==> src/rtl/mult_div_unit.sv <==
// rtl/mult_div_unit.sv - iterative MULT/MULTU/DIV/DIVU unit owning the HI/LO pair
module mult_div_unit #(
    parameter int DATA_WIDTH = 32
) (
    input  logic                  clk,
    input  logic                  reset,
    input  logic                  start,
    input  logic [1:0]            op,
    input  logic [DATA_WIDTH-1:0] rs_data,
    input  logic [DATA_WIDTH-1:0] rt_data,
    input  logic                  mthi,
    input  logic                  mtlo,
    output logic                  busy,
    output logic                  done,
    output logic [DATA_WIDTH-1:0] hi,
    output logic [DATA_WIDTH-1:0] lo
);
    localparam int W  = DATA_WIDTH;
    localparam int CW = $clog2(DATA_WIDTH);

    typedef enum logic [1:0] {S_IDLE, S_RUN, S_FIX} state_t;

    state_t          state_q, state_d;
    logic [CW-1:0]   cnt_q;
    logic            is_div_q, neg_res_q, neg_rem_q, div_zero_q;
    logic [W-1:0]    raw_a_q, a_mag_q, b_mag_q;
    logic [2*W-1:0]  acc_q;

    // Issue-time operand conditioning: op[0]=1 selects the unsigned variants.
    logic            signed_op, a_neg, b_neg;
    logic [W-1:0]    a_mag_in, b_mag_in;

    assign signed_op = ~op[0];
    assign a_neg     = signed_op & rs_data[W-1];
    assign b_neg     = signed_op & rt_data[W-1];
    assign a_mag_in  = a_neg ? -rs_data : rs_data;
    assign b_mag_in  = b_neg ? -rt_data : rt_data;

    // Iteration step and final sign fix-up.
    logic [W:0]      mul_sum;
    logic [2*W-1:0]  mul_next, div_next, mul_res;
    logic [W:0]      rem_sh;
    logic [W-1:0]    div_diff, quot, rem, quot_fix, rem_fix;
    logic            div_ge;
    logic [W-1:0]    fix_hi, fix_lo;

    always_ff @(posedge clk) begin
        if (reset) begin
            state_q <= S_IDLE;
        end else begin
            state_q <= state_d;
        end
    end

    always_comb begin
        state_d = state_q;
        case (state_q)
            S_IDLE:  if (start) state_d = S_RUN;
            S_RUN:   if (cnt_q == CW'(W - 1)) state_d = S_FIX;
            S_FIX:   state_d = S_IDLE;
            default: state_d = S_IDLE;
        endcase
    end

    always_comb begin
        mul_sum  = {1'b0, acc_q[2*W-1:W]} + (acc_q[0] ? {1'b0, a_mag_q} : {(W+1){1'b0}});
        mul_next = {mul_sum, acc_q[W-1:1]};

        // Restoring divide: remainder in the upper half, dividend shifts out of
        // the lower half while quotient bits shift in behind it.
        rem_sh   = {acc_q[2*W-1:W], acc_q[W-1]};
        div_ge   = rem_sh >= {1'b0, b_mag_q};
        div_diff = rem_sh[W-1:0] - b_mag_q;
        div_next = div_ge ? {div_diff, acc_q[W-2:0], 1'b1}
                          : {rem_sh[W-1:0], acc_q[W-2:0], 1'b0};

        mul_res  = neg_res_q ? -acc_q : acc_q;
        quot     = acc_q[W-1:0];
        rem      = acc_q[2*W-1:W];
        quot_fix = neg_res_q ? -quot : quot;
        rem_fix  = neg_rem_q ? -rem : rem;

        fix_hi = mul_res[2*W-1:W];
        fix_lo = mul_res[W-1:0];
        if (is_div_q) begin
            if (div_zero_q) begin
                fix_hi = raw_a_q;
                fix_lo = {W{1'b1}};
            end else begin
                fix_hi = rem_fix;
                fix_lo = quot_fix;
            end
        end
    end

    always_ff @(posedge clk) begin
        if (reset) begin
            cnt_q      <= '0;
            is_div_q   <= 1'b0;
            neg_res_q  <= 1'b0;
            neg_rem_q  <= 1'b0;
            div_zero_q <= 1'b0;
            raw_a_q    <= '0;
            a_mag_q    <= '0;
            b_mag_q    <= '0;
            acc_q      <= '0;
            busy       <= 1'b0;
            done       <= 1'b0;
            hi         <= '0;
            lo         <= '0;
        end else begin
            done <= 1'b0;
            case (state_q)
                S_IDLE: begin
                    if (start) begin
                        is_div_q   <= op[1];
                        neg_res_q  <= a_neg ^ b_neg;
                        neg_rem_q  <= a_neg;
                        div_zero_q <= (rt_data == '0);
                        raw_a_q    <= rs_data;
                        a_mag_q    <= a_mag_in;
                        b_mag_q    <= b_mag_in;
                        acc_q      <= {{W{1'b0}}, (op[1] ? a_mag_in : b_mag_in)};
                        cnt_q      <= '0;
                        busy       <= 1'b1;
                    end else begin
                        if (mthi) hi <= rs_data;
                        if (mtlo) lo <= rs_data;
                    end
                end
                S_RUN: begin
                    acc_q <= is_div_q ? div_next : mul_next;
                    cnt_q <= cnt_q + CW'(1);
                end
                S_FIX: begin
                    hi   <= fix_hi;
                    lo   <= fix_lo;
                    done <= 1'b1;
                    busy <= 1'b0;
                end
                default: ;
            endcase
        end
    end
endmodule

==> config.mk <==
export PLATFORM = sky130hd
export DESIGN_NAME = mult_div_unit
export DESIGN_NICKNAME = d
export VERILOG_FILES = /design/src/rtl/mult_div_unit.sv
export SDC_FILE = /design/constraint.sdc
export NUM_CORES = 1
export LEC_CHECK = 0
export CAP_MARGIN = 20
export CORE_UTILIZATION = 45
export DETAILED_ROUTE_END_ITERATION = 7
export RECOVER_POWER = 100
export SLEW_MARGIN = 0
export SYNTH_ARGS = -nofsm -noshare
export SYNTH_HDL_FRONTEND = slang
export SYNTH_SLANG_ARGS = --single-unit
==> constraint.sdc <==
create_clock -name clk -period 5.2 [get_ports clk]
set_clock_uncertainty 0.2 [all_clocks]
set_input_delay 1.56 -clock clk [delete_from_list [all_inputs] [get_ports clk]]
set_output_delay 1.56 -clock clk [all_outputs]
set_load 0.005 [all_outputs]
Word level (Yosys, flattened, before mapping)
Cells that the tools add are included.
Word-level totals
  register bits: 237
  latch bits: 0
  bits in writable memories: 0
  bits in read-only memories: 0
  bits of input ports: 71
  output and inout bits: 66
  memories kept: 0
Operators by class
  add/subtract/negate cells: 8
  multipliers: 0
  div/mod/pow operators: 0
  order comparisons: 1
  eq/ne operators: 8
  shift operators: 0
  muxes and demuxes: 29
  bitwise gates (word level): 4
  reductions and logical operators: 10
Operators with widths (number)
  32-bit two-way mux: 14
  64-bit two-way mux: 4
  32-bit negation: 4
  32-bit one-hot mux with 2 select lines: 2
  64-bit one-hot mux with 2 select lines: 1
  64-bit negation: 1
  32-bit by 32-bit adder with 33-bit output: 1
  33-bit by 32-bit >= comparator with 1-bit output: 1
  32-bit logical NOT: 1
  32-bit subtractor: 1
  2-bit inequality test, second input constant: 5
  5-bit one-hot mux with 2 select lines: 1
  2-bit AND reduction: 4
  3-bit AND reduction: 2
  5-bit by 1-bit adder with 5-bit output, second input constant: 1
  5-bit equality test, second input constant: 1
  5-bit two-way mux: 1
  2-bit two-way mux: 2
  2-bit one-hot mux with 2 select lines: 1
  2-bit nonzero test: 2
  1-bit AND: 2
  2-bit by 1-bit equality test with 1-bit output, second input constant: 1
  2-bit equality test, second input constant: 1
  2-bit logical NOT: 1
  other kinds (4): 5

Depth between registers and ports, before layout
Gate-level depths: netlist of the first run.
  depth after elaboration: 6
  gate-level depth with buffers: 15
  gate-level depth less buffers: 13

Worst setup path after synthesis of the first run
OpenSTA, ideal clock, no wires.
  path type: input to register
  start point: input rs_data[14]
  end point: register acc_q[29]
  library setup time: 0.135 ns
  data arrival time: 4.380 ns
  setup slack: 0.485 ns
  cell stages on the path: 9
  buffers on the path: 1
  path through: buf_2 > or4_1 > or4_1 > or4_1 > or2_2 > or3_1 > o41ai_1 > xor2_1 > o221ai_1
Between the ends
  word-level cells in the longest chain between the ends: 5
RTL lines
  start, declared: line 9  | input logic [DATA_WIDTH-1:0] rs_data,
  32-bit negation: line 36  | assign a_mag_in = a_neg ? -rs_data : rs_data;
  32-bit two-way mux: line 36
  32-bit two-way mux: line 123  | acc_q <= {{W{1'b0}}, (op[1] ? a_mag_in : b_mag_in)};
  64-bit two-way mux: line 115  | if (start) begin
  64-bit one-hot mux with 2 select lines: line 113  | case (state_q)
  end signal, assigned: line 123
  end signal, assigned: line 132  | acc_q <= is_div_q ? div_next : mul_next;
  end, declared: line 27  | logic [2*W-1:0] acc_q;
No other way between the ends. The select of a mux whose other input is x is not followed.
A chain may end at the register's enable or synchronous reset.

Final worst setup path of the first run
  start point: input start
  end point: register acc_q[31]
Between the ends
  word-level cells in the longest chain between the ends: 2
RTL lines
  start, declared: line 7  | input logic start,
  2-bit inequality test (no source line)
  2-bit AND reduction (no source line)
No other way between the ends.

==> run_results.csv, run 1 <==
group,metric,value,unit
critical_path,cpLargestDelayFamily,"buffers and inverters",
routing,drt_first_pass_iters,5,
routing,routed_wl,72900,um
critical_path,cp.depth,6,
place,gp_congestion,1.01,
final_layout,syn2layout_area_growth,16.4,%
min_path,worst_hold_path.num_cells,2,
sta,min_period,4.94,ns
yosys,synth.distinct_cells,71,
critical_path,critPathMaxStageDelay,1.31,ns
floorplan,core,37900,sq um
routing,via_per_inst,6.29,
yosys,synth_edf_count,0,
grt,grt_use_total,36.2,%
sta,clock.fmax,0.203,GHz
critical_path,crit_type,"primary input to register",
critical_path,worst-path-buf-inv,2,
critical_path,crit_end,"acc_q[31]$_SDFFE_PP0P_",
critical_path,required,5.51,ns
critical_path,crit_chain,"dlygate4sd3_1 > nand3b_1 > clkbuf_2 > nor3_1 > nand2_1 > o221ai_1",
pwr,p_leak,7.77,nW
yosys,seq_area_frac_synth,27.0,%
yosys,syn_inst,2353,
critical_path,r2r-start,"acc_q[2]$_SDFFE_PP0P_",
min_path,hp-class,"register to register",
grt,grt_pass1_vias,17200,
place,io_buffer_count,136,
critical_path,crit_slowest_cell,"clkbuf_2",
cts,cts_setup_buffers,0,
critical_path,critPathLaunchType,"primary input",
cts,htree_num_levels,1,
routing,vias,18500,
cts,ctsHoldBuffers,0,
final_layout,layout_commonest_cell,"nand2_1",
job,maxCapViolCount,1,
critical_path,path_max_fanout,110,
floorplan,io_pins,137,
cts,cts_buffer_depth,3,
final_layout,nets,2551,
cts,clkTransAtPathRegs,0.06,ns
final_layout,final_cell_mix,"nand2_1 (279), dfxtp_1 (233), nor2_1 (210)",
grt,grt_pass1_wl,108000,um
sta,worst_pin_slew,2.62,ns
sta,slew_headroom,-74.9,%
critical_path,reg2reg_slack,0.80,ns
cts,clock-root-buffer,"clkbuf_16",
critical_path,worst_ep_arrival_time,5.25,ns
sta,hold_violations,0,
routing,routedWlPerCell,24.8,um
sta,final-max-slew-violation-count,111,
grt,antenna_found_initial,1,
floorplan,start_util,46.1,%
sta,fin_ws,0.263,ns
critical_path,end_kind,"register",
critical_path,crit_start,"start",
pwr,ir_drop,0.240,mV
critical_path,r2r_cells,9,
floorplan,die_w,199,um
sta,whs,0.251,ns
place,hpwl,55000,um
critical_path,reg2reg_to,"hi[12]$_SDFFE_PP0P_",
pwr,power.density,275,nW/um^2
yosys,synth_warnings,0,
sta,rsz0062_at_grt,"no",
routing,drt_iter0_drc,1739,
yosys,synth_flop_cell,"dfxtp_1",
grt,grt_max_degree,146,
final_layout,fin_util,53.7,%
routing,drcViolationCount,0,
floorplan,die_h,199,um
status,violations,"capacitance limit, slew limit",
grt,overflow,0,
place,place_ws,-0.186,ns
yosys,synth_seq_cells,236,
final_layout,diodes,0,
yosys,synth_area,17500,sq um
floorplan,rows,71,
cts,cts_tree,"built",
cts,cts_num_sinks,236,
cts,cts_resized,0,
routing,ant_nets,0,
pwr,p_total,5.61,mW
final_layout,nFillCells,3820,
cts,insertion_delay,0.60,ns
final_layout,drive_gt1_share,6.34,%
sta,fin_crit_sh,94.9,%
yosys,synth_async_sr_flop_share,0,%
yosys,avgSynthCellArea,7.44,sq um
cts,numCtsBuffers,29,
yosys,synth_fp_nets,2496,
sta,finalSetupViolations,0,
floorplan,die_area,39700,sq um
status,status,"finished with violations",
-- area by class of cell --
type | instances | area (sq um) | share of cell area (%)
Clock buffer | 36 | 802 | 3.94
Clock inverter | 17 | 189 | 0.928
Inverter | 68 | 255 | 1.25
Multi-Input combinational cell | 1849 | 11700 | 57.7
Sequential cell | 236 | 4730 | 23.2
Tap cell | 511 | 639 | 3.14
Timing Repair Buffer | 224 | 2010 | 9.85
-- where the power goes --
part / internal (mW) / switching, mW / total, mW
registers: 1.93 / 0.133 / 2.06
logic: 0.524 / 0.881 / 1.40
clock network: 1.25 / 0.896 / 2.14
total: 3.70 / 1.91 / 5.61
-- synthesized netlist by cell type, types with 8 or more instances --
cell / number / area (sq um)
nand2_1: 279 / 1050
dfxtp_1: 236 / 4720
nor2_1: 211 / 792
a21oi_1: 194 / 971
clkbuf_1: 184 / 691
o21ai_0: 129 / 646
a211oi_1: 117 / 878
xnor2_1: 115 / 1010
xor2_1: 74 / 648
ha_1: 70 / 876
inv_1: 67 / 251
nor3_1: 56 / 280
mux2i_1: 49 / 490
o221ai_1: 48 / 420
and2_1: 42 / 263
o211ai_1: 36 / 270
o31ai_1: 34 / 255
nand3_1: 31 / 155
a21o_1: 28 / 210
or3_1: 28 / 175
a31oi_1: 24 / 150
nand2b_1: 24 / 150
nor2b_1: 24 / 150
or4_1: 20 / 150
nor4_1: 19 / 119
nand4_1: 18 / 113
a311oi_1: 15 / 131
o41ai_1: 15 / 131
and3_1: 12 / 75.1
a221oi_1: 11 / 96.3
o21a_1: 10 / 75.1
a22oi_1: 9 / 67.6
buf_1: 8 / 30.0
-- metrics by stage --
step	std cells	setup TNS, ns	instance area, sq um
after floorplan	2353	0	17500
after detailed placement	2888	-1.07	19400
after global placement	2888	-0.701	19400
after CTS	2941	0	20400
after global routing	2941	0	20400
final	2941	0	20400
-- per-layer routing --
layer	vias to the layer above	global-route usage [%]	share of wire (%)
met5	-	0	0
met4	0	14.8	4.2
met3	160	5.35	7.8
met2	755	55.7	44
met1	8914	50.4	44
li1	8672	-	-
-- registers in the layout, indices dropped and copies added (netlist names) --
name        flops
hi             32
done            1
is_div_q        1
lo             32
acc_q          64
neg_rem_q       1
div_zero_q      1
a_mag_q        31
b_mag_q        32
state_q         2
raw_a_q        32
neg_res_q       1
busy            1
cnt_q           5
-- how the worst min path moves through the flow --
stage,startpoint,endpoint,slack [ns]
after detailed placement,raw_a_q[8]$_SDFFE_PP0P_,raw_a_q[8]$_SDFFE_PP0P_,0.24
after floorplan,cnt_q[3]$_SDFFE_PP0P_,cnt_q[3]$_SDFFE_PP0P_,0.23
after global placement,raw_a_q[8]$_SDFFE_PP0P_,raw_a_q[8]$_SDFFE_PP0P_,0.24
final,lo[4]$_SDFFE_PP0P_,lo[4]$_SDFFE_PP0P_,0.25
after CTS,raw_a_q[8]$_SDFFE_PP0P_,raw_a_q[8]$_SDFFE_PP0P_,0.25
after global routing,raw_a_q[8]$_SDFFE_PP0P_,raw_a_q[8]$_SDFFE_PP0P_,0.27
-- worst register-to-register path: cells and delay by family, from the launching register on --
| kind | cells | cell delay, ns |
|---|---|---|
| AO/OA/AOI/OAI | 3 | 0.70 |
| XOR/XNOR | 1 | 0.15 |
| flip-flops | 1 | 0.41 |
| AND/OR/NAND/NOR | 5 | 2.87 |
-- cell families after synthesis --
family	Yosys count	synth area share, %
compound gates	737	27.9
fa+ha+maj	72	5.23
mux	51	2.93
simple gates	800	21.5
buf+inv	268	5.91
flops	236	27.0
xor+xnor	189	9.46
(Power assumes the default switching activity.)
==> run 2, diff against run 1 <==
Settings changed: ABC_AREA set to 1, CELL_PAD_IN_SITES_DETAIL_PLACEMENT set to 0, CELL_PAD_IN_SITES_GLOBAL_PLACEMENT set to 2, CORE_UTILIZATION 45 to 32, PLACE_DENSITY_LB_ADDON set to 0.1.
==> run 2 against run 1 <==
The run ends with DRC, capacitance limit, slew limit left. Critical endpoint is now cnt_q[2]$_SDFFE_PP0P_. Clock-buffer cell count grew 8. Final cell count grew 53%. Total power grew 19%. Cell area grew 16%. Flip-flop and latch count is the same. Critical path depth grew 3. Maximum frequency grew 12%. Highest routed layer unchanged. Largest power group unchanged. Global-route usage shrank 3.4 points. Non-clock buffer count shrank 39. Sequential share of layout area shrank 3.3 points. Largest cell class unchanged. First-iteration DRC count grew 62%. Core utilization shrank 16 points.
==> run_results.csv, run 2 <==
group,metric,value,unit
status,status,"finished with violations",
status,violations,"DRC, capacitance limit, slew limit",
cts,cts_setup_buffers,0,
yosys,synth_flop_cell,"dfxtp_1",
pwr,power.density,281,nW/um^2
sta,whs,0.273,ns
final_layout,top_register,"acc_q",
critical_path,worst_ep_arrival_time,4.67,ns
yosys,yosysTopAreaCell,"dfxtp_1",
final_layout,finalInstanceArea,23700,sq um
critical_path,path_max_fanout,37,
grt,grt_max_degree,154,
pwr,ir_drop,0.237,mV
yosys,synth_async_sr_flop_share,0,%
yosys,synth_edf_count,0,
floorplan,die_w,255,um
cts,clock-root-buffer,"clkbuf_16",
routing,drcViolationCount,1,
job,maxCapViolCount,3,
routing,via_per_inst,5.45,
routing,routedWlPerCell,24.5,um
final_layout,nets,3774,
floorplan,die_h,255,um
sta,finalSetupViolations,0,
grt,grt_use_total,32.9,%
routing,routed_wl,110000,um
final_layout,layout_commonest_cell,"nand2_1",
min_path,hp-class,"register to register",
yosys,syn_inst,3579,
sta,worst_pin_slew,1.84,ns
cts,clkTransAtPathRegs,0.06,ns
final_layout,nFillCells,7145,
floorplan,start_util,32.5,%
yosys,seq_area_frac_synth,23.0,%
sta,fin_crit_sh,84.8,%
yosys,avgSynthCellArea,5.75,sq um
final_layout,final_cell_mix,"nand2_1 (867), inv_1 (459), nor2_1 (413)",
floorplan,rows,92,
cts,htree_num_levels,1,
cts,cts_tree,"built",
place,io_buffer_count,136,
routing,drt_iter0_drc,2813,
yosys,synth.distinct_cells,52,
grt,grt_pass1_vias,22600,
yosys,synth_area,20600,sq um
sta,min_period,4.41,ns
sta,fin_tns_setup,0,ns
final_layout,largest_reg_flops,64,
sta,clock.fmax,0.227,GHz
final_layout,final_cells,4502,
critical_path,end_kind,"register",
grt,overflow,0,
final_layout,drive_gt1_share,4.63,%
floorplan,die_area,65300,sq um
grt,antenna_found_initial,2,
yosys,yosysMostFrequentCell,"nand2_1",
yosys,synthTopCellsByCount,"nand2_1 (867), inv_1 (459), nor2_1 (414)",
final_layout,syn2layout_area_growth,15.4,%
routing,vias,24500,
critical_path,critPathLaunchType,"register",
sta,final-max-slew-violation-count,103,
place,hpwl,87400,um
routing,drt_first_pass_iters,8,
cts,cts_buffer_depth,3,
cts,cts_resized,0,
floorplan,core,63300,sq um
cts,ctsHoldBuffers,0,
cts,numCtsBuffers,31,
sta,hold_violations,0,
sta,slew_headroom,-23.4,%
place,gp_congestion,0.968,
yosys,synth_seq_cells,236,
pwr,p_leak,11.2,nW
critical_path,crit_type,"register to register",
routing,ant_nets,0,
yosys,synth_top_area_share,23.0,%
sta,rsz0062_at_grt,"no",
yosys,synth_fp_nets,3722,
place,dpl_cell_area,22700,sq um
cts,insertion_delay,0.61,ns
floorplan,io_pins,137,
critical_path,required,5.46,ns
grt,grt_pass1_wl,159000,um
yosys,synth_warnings,0,
cts,cts_num_sinks,236,
place,dpl.cell_count,4444,
yosys,synth.area.top_cells,"dfxtp_1 (23%), nand2_1 (16%), o21ai_0 (8.6%), inv_1 (8.4%), a21oi_1 (8.2%)",
## run 2: cell count changes after synthesis, sizes merged, moves of 48 or more
| cell | before | now |
|---|---|---|
| xnor2 | 115 | 6 |
| a211oi | 117 | 1 |
| o21ai | 132 | 379 |
| a21oi | 194 | 340 |
| mux2i | 49 | 0 |
| nand3 | 31 | 300 |
| clkbuf | 184 | 109 |
| inv | 67 | 466 |
| o221ai | 48 | 0 |
| nor2 | 211 | 438 |
| nand2 | 279 | 873 |
## run 2: cell families (layout without fill, tap and decap cells)
kind of cell	Yosys count	after routing	synth area share, %
buffers and inverters	636	711	12.2
other	0	2	0
flip-flops	236	236	23.0
adder cells (fa/ha/maj)	72	72	4.45
AND/OR/NAND/NOR	1732	1732	35.6
AO/OA/AOI/OAI	827	827	21.5
XOR/XNOR	76	76	3.24
## run 2: worst max-delay path, cell delays in order (launching register included)
cell      delay [ns]
dfxtp_1         0.52
inv_1           0.18
nor2_1          1.38
buf_4           0.52
buf_4           0.40
nor2_1          0.12
buf_4           0.27
buf_4           0.32
nand2_1         0.13
a221oi_1        0.07
## run 2: final cells by class
class | instances | area (sq um) | area share [%]
flip-flops and latches | 236 | 4730 | 19.9
clock inverters | 12 | 180 | 0.759
well taps | 846 | 1060 | 4.46
diodes | 2 | 5.00 | 0.0211
repair buffers | 185 | 1750 | 7.39
inverters | 470 | 1770 | 7.46
clock buffers | 44 | 915 | 3.85
multi-input cells | 2707 | 13300 | 56.1
## run 2: power by group
part	switching (mW)	internal [mW]	leakage [nW]
Clock	0.948	1.41	0.533
Combinational	1.53	0.637	8.72
Sequential	0.181	1.96	1.95
## run 2: path summary, 6_finish.rpt
| path | slack (ns) | start | cells after the start | end |
|---|---|---|---|---|
| worst max-delay path | 0.79 | state_q[0]$_SDFFE_PP0P_ | 9 | cnt_q[2]$_SDFFE_PP0P_ |
| worst min-delay path | 0.27 | busy$_SDFFE_PP0P_ | 2 | busy$_SDFFE_PP0P_ |
| worst max register to register | 0.79 | state_q[0]$_SDFFE_PP0P_ | 9 | cnt_q[2]$_SDFFE_PP0P_ |
| worst min register to register | 0.27 | busy$_SDFFE_PP0P_ | 2 | busy$_SDFFE_PP0P_ |
## run 2: stage by stage
step / worst slack, ns / utilization [%] / power (mW)
global route: 0.666 / 37.5 / 6.98
global placement: 0.888 / 35.8 / 4.33
detailed placement: 0.847 / 35.8 / 4.33
finish: 0.792 / 37.5 / 6.67
floorplan: 1.94 / - / 3.42
CTS: 1.48 / 37.6 / 6.68
## run 2: routing by layer
metal	track usage, %	vias to the layer above	part of all wire [%]
met2	50.3	999	43
met3	5.19	149	7.9
met4	10.4	0	3.7
met5	0	-	0
li1	-	11800	-
met1	46.8	11600	46
==> run 3, diff against run 2 <==
Settings changed: CORE_UTILIZATION 32 to 29.
Clock period 5.2 ns to 3.61 ns, I/O delays scaled along.
==> run 3 against run 2 <==
The run ends with capacitance limit, slew limit left. Combinational power is 56% higher. Maximum frequency is 34% higher. Sequential share of layout area is 1.0 points lower. Via count is 2.3% higher. Final cell count is 5.1% higher. Total power is 49% higher. Sequential power is 43% higher. Non-clock buffer count is 135 higher. Critical path type unchanged. Critical endpoint is now acc_q[47]$_SDFFE_PP0P_.
==> run_results.csv, run 3 (synthesis results as in run 2) <==
group,metric,value,unit
grt,overflow,0,
final_layout,nFillCells,8077,
grt,grt_pass1_wl,165000,um
floorplan,start_util,29.3,%
routing,drcViolationCount,0,
pwr,internal_power,6.03,mW
floorplan,die_area,72000,sq um
sta,fin_ws,0.327,ns
cts,clock-root-buffer,"clkbuf_16",
pwr,p_comb_share,34.0,%
critical_path,path_max_fanout,24,
final_layout,largest_reg_flops,64,
cts,htree_num_levels,1,
place,dpl.cell_count,4673,
pwr,p_sw,3.88,mW
final_layout,top_register,"acc_q",
cts,ctsHoldBuffers,0,
grt,grt_use_total,31.6,%
final_layout,nets,3909,
place,hpwl,93000,um
routing,routed_wl,115000,um
pwr,pwr-share-clk,35.1,%
sta,clock.fmax,0.305,GHz
sta,hold_violations,0,
sta,slew_headroom,-2.80,%
cts,clkTransAtPathRegs,0.06,ns
final_layout,finalInstanceArea,25000,sq um
routing,drt_first_pass_iters,6,
status,violations,"capacitance limit, slew limit",
critical_path,crit_type,"register to register",
min_path,hp-class,"register to register",
final_layout,drive_gt1_share,7.86,%
sta,min_period,3.28,ns
grt,grt_pass1_vias,23600,
pwr,power.density,397,nW/um^2
routing,routedWlPerCell,24.3,um
grt,antenna_found_initial,2,
grt,grt_max_degree,102,
final_layout,final_cells,4731,
critical_path,end_kind,"register",
floorplan,die_w,268,um
place,gp_congestion,0.987,
sta,worst_pin_slew,1.54,ns
cts,cts_buffer_depth,3,
pwr,swShare,39.2,%
routing,via_per_inst,5.31,
cts,cts_resized,0,
pwr,seqPwrFrac,30.9,%
place,place_ws,-0.0906,ns
job,maxCapViolCount,1,
cts,cts_tree,"built",
routing,ant_nets,0,
floorplan,core,70100,sq um
sta,rsz0062_at_grt,"no",
cts,cts_num_sinks,236,
final_layout,multi_input_area,13300,sq um
sta,final-max-slew-violation-count,15,
routing,drt_iter0_drc,2748,
sta,fin_tns_setup,0,ns
final_layout,final_cell_mix,"nand2_1 (868), inv_1 (459), nor2_1 (414)",
critical_path,reg2reg_slack,0.33,ns
critical_path,worst_ep_arrival_time,3.59,ns
place,dpl_cell_area,24000,sq um
pwr,p_leak,11.9,nW
sta,fin_crit_sh,90.9,%
floorplan,io_pins,137,
sta,finalSetupViolations,0,
final_layout,layout_commonest_cell,"nand2_1",
critical_path,critPathLaunchType,"register",
cts,cts_setup_buffers,0,
routing,vias,25100,
place,io_buffer_count,136,
final_layout,syn2layout_area_growth,21.5,%
floorplan,rows,97,
cts,insertion_delay,0.62,ns
cts,numCtsBuffers,31,
final_layout,fin_util,35.6,%
status,status,"finished with violations",
critical_path,required,3.92,ns
floorplan,die_h,268,um
final_layout,seqCellArea,4730,sq um
pwr,ir_drop,0.318,mV
-- run 3: final cells by class --
cell class	count	share of cell area (%)
Timing Repair Buffer	320	11.5
Clock buffer	45	3.88
Tap cell	940	4.71
Clock inverter	12	0.686
Inverter	470	7.08
Multi-Input combinational cell	2707	53.2
Sequential cell	236	18.9
Antenna cell	1	0.0100
-- run 3: stage by stage --
step	hold WS (ns)	power (mW)
finish	0.269	9.92
global route	0.311	10.4
CTS	0.272	9.97
detailed placement	0.263	6.48
global placement	0.252	6.48
floorplan	0.241	4.93
-- run 3: final timing paths --
kind                                from                     end  cells after the start
setup / recovery  acc_q[41]$_SDFFE_PP0P_  acc_q[47]$_SDFFE_PP0P_                     15
hold / removal     cnt_q[3]$_SDFFE_PP0P_   cnt_q[3]$_SDFFE_PP0P_                      2
setup reg to reg  acc_q[41]$_SDFFE_PP0P_  acc_q[47]$_SDFFE_PP0P_                     15
hold reg to reg    cnt_q[3]$_SDFFE_PP0P_   cnt_q[3]$_SDFFE_PP0P_                      2
-- run 3: critical path: stages (launching register included) --
cell and delay (ns):
dfxtp_1 0.70, ha_1 0.41, nand2_1 0.10, nand2_1 0.06, nand2_1 0.06, nand2_1 0.14
nand2_1 0.10, nand2_1 0.09, inv_1 0.08, nand2_1 0.08, nand3_1 0.21, buf_4 0.39
nand3_1 0.14, nand3_1 0.12, nand3_1 0.13, a21oi_1 0.18
-- run 3: power groups by stage --
| stage | registers (mW) | logic, mW | clock network [mW] |
|---|---|---|---|
| floorplan | 3.00 | 1.93 | 0 |
| global placement | 3.12 | 3.37 | 0 |
| detailed placement | 3.12 | 3.36 | 0 |
| CTS | 3.06 | 3.38 | 3.53 |
| global route | 3.08 | 3.68 | 3.64 |
| finish | 3.06 | 3.38 | 3.48 |
-- run 3: metal layers --
| layer | GRT usage [%] | share of wire (%) | vias to the layer above |
|---|---|---|---|
| li1 | - | - | 12000 |
| met1 | 44.4 | 46 | 11800 |
| met2 | 49.2 | 43 | 1044 |
| met4 | 10.8 | 3.7 | 4 |
| met3 | 4.39 | 7.3 | 166 |
| met5 | 0 | 0.019 | - |
